===== src/rtl/vga_timing_gen.sv =====
// VGA raster timing generator.
// Walks a pixel position (h, v) across the full raster once per pix_en
// cycle. Each advance registers the sync, visible-region and pulse outputs
// decoded from the position before the advance, so the outputs trail the
// counters by one board_clk cycle.
module vga_timing_gen #(
   parameter int   H_ACTIVE = 640,
   parameter int   H_FP     = 16,
   parameter int   H_SYNC   = 96,
   parameter int   H_BP     = 48,
   parameter int   V_ACTIVE = 480,
   parameter int   V_FP     = 10,
   parameter int   V_SYNC   = 2,
   parameter int   V_BP     = 33,
   parameter logic HS_POL   = 1'b0,
   parameter logic VS_POL   = 1'b0,
   parameter int   XW       = 10,
   parameter int   YW       = 10
) (
   input  logic          board_clk,
   input  logic          rst,
   input  logic          pix_en,
   output logic          hs,
   output logic          vs,
   output logic          active,
   output logic [XW-1:0] x,
   output logic [YW-1:0] y,
   output logic          line_start,
   output logic          frame_start,
   output logic [7:0]    frame_cnt
);

   localparam int H_TOTAL = H_ACTIVE + H_FP + H_SYNC + H_BP;
   localparam int V_TOTAL = V_ACTIVE + V_FP + V_SYNC + V_BP;

   // Region boundaries; every one is below the total, so it fits the counter.
   localparam logic [XW-1:0] H_LAST     = XW'(H_TOTAL - 1);
   localparam logic [XW-1:0] H_ACT_END  = XW'(H_ACTIVE);
   localparam logic [XW-1:0] H_SYNC_BEG = XW'(H_ACTIVE + H_FP);
   localparam logic [XW-1:0] H_SYNC_END = XW'(H_ACTIVE + H_FP + H_SYNC);
   localparam logic [XW-1:0] H_ONE      = XW'(1);
   localparam logic [YW-1:0] V_LAST     = YW'(V_TOTAL - 1);
   localparam logic [YW-1:0] V_ACT_END  = YW'(V_ACTIVE);
   localparam logic [YW-1:0] V_SYNC_BEG = YW'(V_ACTIVE + V_FP);
   localparam logic [YW-1:0] V_SYNC_END = YW'(V_ACTIVE + V_FP + V_SYNC);
   localparam logic [YW-1:0] V_ONE      = YW'(1);

   logic [XW-1:0] h_cnt_q, h_cnt_d;
   logic [YW-1:0] v_cnt_q, v_cnt_d;
   logic          hs_q, hs_d;
   logic          vs_q, vs_d;
   logic          active_q, active_d;
   logic [XW-1:0] x_q, x_d;
   logic [YW-1:0] y_q, y_d;
   logic          line_start_q, line_start_d;
   logic          frame_start_q, frame_start_d;
   logic [7:0]    frame_cnt_q, frame_cnt_d;
   // Set once the first frame_start after reset has gone out; that frame
   // is the one in progress, not a completed one, so it is not counted.
   logic          frame_seen_q, frame_seen_d;
   logic          h_vis, v_vis;

   // Next position and decode of the current position; everything holds
   // and the pulses drop while pix_en is low.
   always_comb begin
      h_cnt_d       = h_cnt_q;
      v_cnt_d       = v_cnt_q;
      hs_d          = hs_q;
      vs_d          = vs_q;
      active_d      = active_q;
      x_d           = x_q;
      y_d           = y_q;
      line_start_d  = 1'b0;
      frame_start_d = 1'b0;
      frame_cnt_d   = frame_cnt_q;
      frame_seen_d  = frame_seen_q;
      h_vis         = (h_cnt_q < H_ACT_END);
      v_vis         = (v_cnt_q < V_ACT_END);
      if (pix_en) begin
         if (h_cnt_q == H_LAST) begin
            h_cnt_d = '0;
            v_cnt_d = (v_cnt_q == V_LAST) ? '0 : v_cnt_q + V_ONE;
         end else begin
            h_cnt_d = h_cnt_q + H_ONE;
         end
         active_d      = h_vis && v_vis;
         x_d           = (h_vis && v_vis) ? h_cnt_q : '0;
         y_d           = (h_vis && v_vis) ? v_cnt_q : '0;
         hs_d          = (h_cnt_q >= H_SYNC_BEG && h_cnt_q < H_SYNC_END) ? HS_POL : ~HS_POL;
         vs_d          = (v_cnt_q >= V_SYNC_BEG && v_cnt_q < V_SYNC_END) ? VS_POL : ~VS_POL;
         line_start_d  = (h_cnt_q == '0);
         frame_start_d = (h_cnt_q == '0) && (v_cnt_q == '0);
         if (frame_start_d) begin
            if (frame_seen_q) begin
               frame_cnt_d = frame_cnt_q + 8'd1;
            end
            frame_seen_d = 1'b1;
         end
      end
   end

   // State and output registers; reset returns to the top-left, sync idle.
   always_ff @(posedge board_clk) begin
      if (rst) begin
         h_cnt_q       <= '0;
         v_cnt_q       <= '0;
         hs_q          <= ~HS_POL;
         vs_q          <= ~VS_POL;
         active_q      <= 1'b0;
         x_q           <= '0;
         y_q           <= '0;
         line_start_q  <= 1'b0;
         frame_start_q <= 1'b0;
         frame_cnt_q   <= 8'd0;
         frame_seen_q  <= 1'b0;
      end else begin
         h_cnt_q       <= h_cnt_d;
         v_cnt_q       <= v_cnt_d;
         hs_q          <= hs_d;
         vs_q          <= vs_d;
         active_q      <= active_d;
         x_q           <= x_d;
         y_q           <= y_d;
         line_start_q  <= line_start_d;
         frame_start_q <= frame_start_d;
         frame_cnt_q   <= frame_cnt_d;
         frame_seen_q  <= frame_seen_d;
      end
   end

   assign hs          = hs_q;
   assign vs          = vs_q;
   assign active      = active_q;
   assign x           = x_q;
   assign y           = y_q;
   assign line_start  = line_start_q;
   assign frame_start = frame_start_q;
   assign frame_cnt   = frame_cnt_q;

endmodule


===== config.mk =====
export PLATFORM = sky130hd
export DESIGN_NAME = vga_timing_gen
export DESIGN_NICKNAME = d
export VERILOG_FILES = /design/src/rtl/vga_timing_gen.sv
export SDC_FILE = /design/constraint.sdc
export NUM_CORES = 1
export LEC_CHECK = 0
export CELL_PAD_IN_SITES_DETAIL_PLACEMENT = 0
export CELL_PAD_IN_SITES_GLOBAL_PLACEMENT = 1
export CORE_UTILIZATION = 34
export DETAILED_ROUTE_END_ITERATION = 10
export PLACE_DENSITY = 0.72
export SYNTH_ARGS = -nofsm -noshare
export SYNTH_HDL_FRONTEND = slang
export SYNTH_SLANG_ARGS = --single-unit

===== constraint.sdc =====
create_clock -name board_clk -period 1.9 [get_ports board_clk]
set_input_delay 0.475 -clock board_clk [delete_from_list [all_inputs] [get_ports board_clk]]
set_output_delay 0.475 -clock board_clk [all_outputs]
set_load 0.02 [all_outputs]

==> results.yml <==
routing:
  first_pass_iters: 4
  wire_per_inst_um: 12.6
  drt_iter0_markers: 57
  ant_nets: 0
  routed_via_density: 4.87
  vias: 1845
  drt_wl_total_mm: 4.79
  drc: 0
min_path:
  worstHoldStart: "active"
  hold_depth: 1
  holdPathEnd: "active"
  hp-class: "register to register"
critical_path:
  reg2reg_slack_ps: 100
  cp.required_ps: 1420
  critPathMaxFanout: 4
  arrival_ps: 1330
  cp_slowest_cell: "clkdlybuf4s50_1"
  worstReg2RegStart: "h_cnt_q[1]"
  crit_path_start_kind: "register"
  critical-path-top-delay-family: "buffers and inverters"
  crit_chain: "clkdlybuf4s50_1"
  critPathCaptureType: "primary output"
  criticalPathCategory: "register to primary output"
  critPathBufInv: 1
  reg2reg_to: "v_cnt_q[0]"
  critPathMaxStageDelay_ps: 630
  worstRegToRegCells: 7
clock_tree:
  path_clk_slew_ps: 90
  cts_sinks: 54
  cts.path.max_buffers: 2
  htreeDepth: 2
  cts_tree: "yes"
  numCtsBuffers: 5
  clk_latency_ps: 300
  cts_root_buf: "clkbuf_8"
synthesis:
  synth_warnings: 0
  synth_largest_area_cell: "dfxtp_1"
  syn_avg_cell_area_um2: 9.38
  async_flop_share_pct: 0
  syn-num-nets: 247
  synth_seq_cells: 54
  synth_edf_count: 0
  yosysMostFrequentCell: "dfxtp_1"
  syn_area_mm2: 0.00224
  yosysUniqueCellTypes: 40
  synth_cells: 239
  ys_top_cells_by_area: "dfxtp_1, a22o_1, nor2_1"
  synthTopCellsByCount: "dfxtp_1, nor2_1, a22o_1, nand2_1, a21oi_1"
  synth.yosys.seq_area_share_pct: 48.2
  yosysTopAreaCellShare_pct: 48.2
  synth_top_flop_cell: "dfxtp_1"
pwr:
  power_density_mw_per_mm2: 654
  total_leakage_power_nw: 1.18
  ir_drop_uv: 269
  power_w: 0.00197
run_status:
  status: "completed"
sta:
  fin_worst_skew_ps: 6.53
  post-route-min-period_ps: 1810
  worst_pin_slew_ps: 354
  fin_crit_sh_pct: 95.0
  maxSlewViolCount: 0
  max_freq_ghz: 0.554
  finalSetupViolCount: 0
  rsz0062_at_grt: "false"
  max_slew_margin_pct: 76.2
  final_hold_viol_count: 0
layout:
  drive_above_1_share_pct: 18.2
  multi_input_area_mm2: 0.00111
  nets: 309
  nFillCells: 619
  layout.cells.non_filler: 379
  antennaDiodeCount: 0
  area_growth_pct: 34.5
  final-seq-area_mm2: 0.00108
  fin_util_pct: 47.4
place:
  io_buffers: 35
  place.gp.congestion: 0.792
  place_inst: 371
  dp_hpwl_mm: 3.64
grt:
  grt_pass1_vias: 1721
  gr-total-overflow: 0
  antenna_found_initial: 0
  grt_max_degree: 16
  grt_usage_pct: 14.8
  grt_pass1_wl_mm: 8.25
die:
  initial_core_util_pct: 35.3
  die_w_um: 83.2
  die_h_um: 83.2
  ios: 36
  std_cell_rows: 29
  core_mm2: 0.00635
  die_area_mm2: 0.00692
flow_run:
  maxCapViolCount: 0
==> how the worst max path moves through the flow <==
| stage | from | to | cells past startpoint | slack [ps] |
|---|---|---|---|---|
| after detailed placement | pix_en | frame_cnt[5] | 6 | -480 |
| after global placement | pix_en | frame_cnt[6] | 6 | -440 |
| after CTS | frame_cnt[1] | frame_cnt[1] | 1 | 50 |
| final | frame_cnt[2] | frame_cnt[2] | 1 | 90 |
| after global routing | h_cnt_q[1] | v_cnt_q[5] | 5 | 20 |
| after floorplan | h_cnt_q[0] | v_cnt_q[5] | 5 | 100 |
==> through the flow <==
step	setup TNS (ps)	instance area, um2	setup WS, ps	hold WS [ps]
after floorplan	0	2240	96.1	439
after global placement	-11940	2890	-439	434
after detailed placement	-12320	2890	-478	443
after CTS	0	2980	47.7	465
after global routing	0	3010	15.4	494
final	0	3010	94.3	456
==> cells in the final DEF (no fill, tap or decap), drive strengths merged, types with 4 or more instances in the layout <==
cell,instances
ha,5
a21oi,10
inv,9
a22o,18
or2,4
nand2,15
xor2,9
nand3,5
xnor2,9
clkdlybuf4s50,33
nor4,7
o21ai,4
buf,31
nor2,30
nor3,5
clkbuf,7
nand4,10
dfxtp,54
and3,8
==> area by class of cell <==
cell class | instances | share of cell area [%]
multi-input cells | 165 | 37.0
flip-flops and latches | 54 | 35.9
well taps | 77 | 3.20
clock inverters | 1 | 0.166
repair buffers | 66 | 19.8
clock buffers | 7 | 2.87
inverters | 9 | 1.12
==> metal layers <==
layer	vias up	GRT usage, %	wire (um)
li1	957	-	-
met1	861	19.4	2400
met2	21	23.6	2200
met3	6	3.28	120
met4	0	5.64	72
met5	-	0	0
==> logic make-up (layout without fill, tap and decap cells) <==
family                     count (synthesis)  count (layout)  share of synthesized area (%)
xor gates and xnor gates                  18              18                           7.04
adders and majority gates                  5               5                           2.79
muxes                                      3               3                           1.45
DFF                                       54              54                           48.2
buffers and inverters                     20              83                           3.52
and+or+nand+nor                          102             102                           25.1
AOI/OAI and AO/OA                         37              37                           11.8
==> state kept, by name (all words and copies together) (netlist names), 8 cells and up <==
name,flops
frame_cnt,8
h_cnt_q,10
v_cnt_q,10
x,10
y,10
==> what timing repair did <==
| action | CTS | global route |
|---|---|---|
| setup buffers | 0 | 0 |
| resized for setup | 2 | 6 |
| endpoints found under the setup margin | 19 | 10 |
| hold buffers | 0 | 0 |
==> report_power, final <==
part | internal, W | switching, W
sequential | 0.00115 | 0.00000933
combinational | 0.0000722 | 0.0000871
clock | 0.000295 | 0.000359
total | 0.00151 | 0.000455
Power figures use the tool's default switching activity.
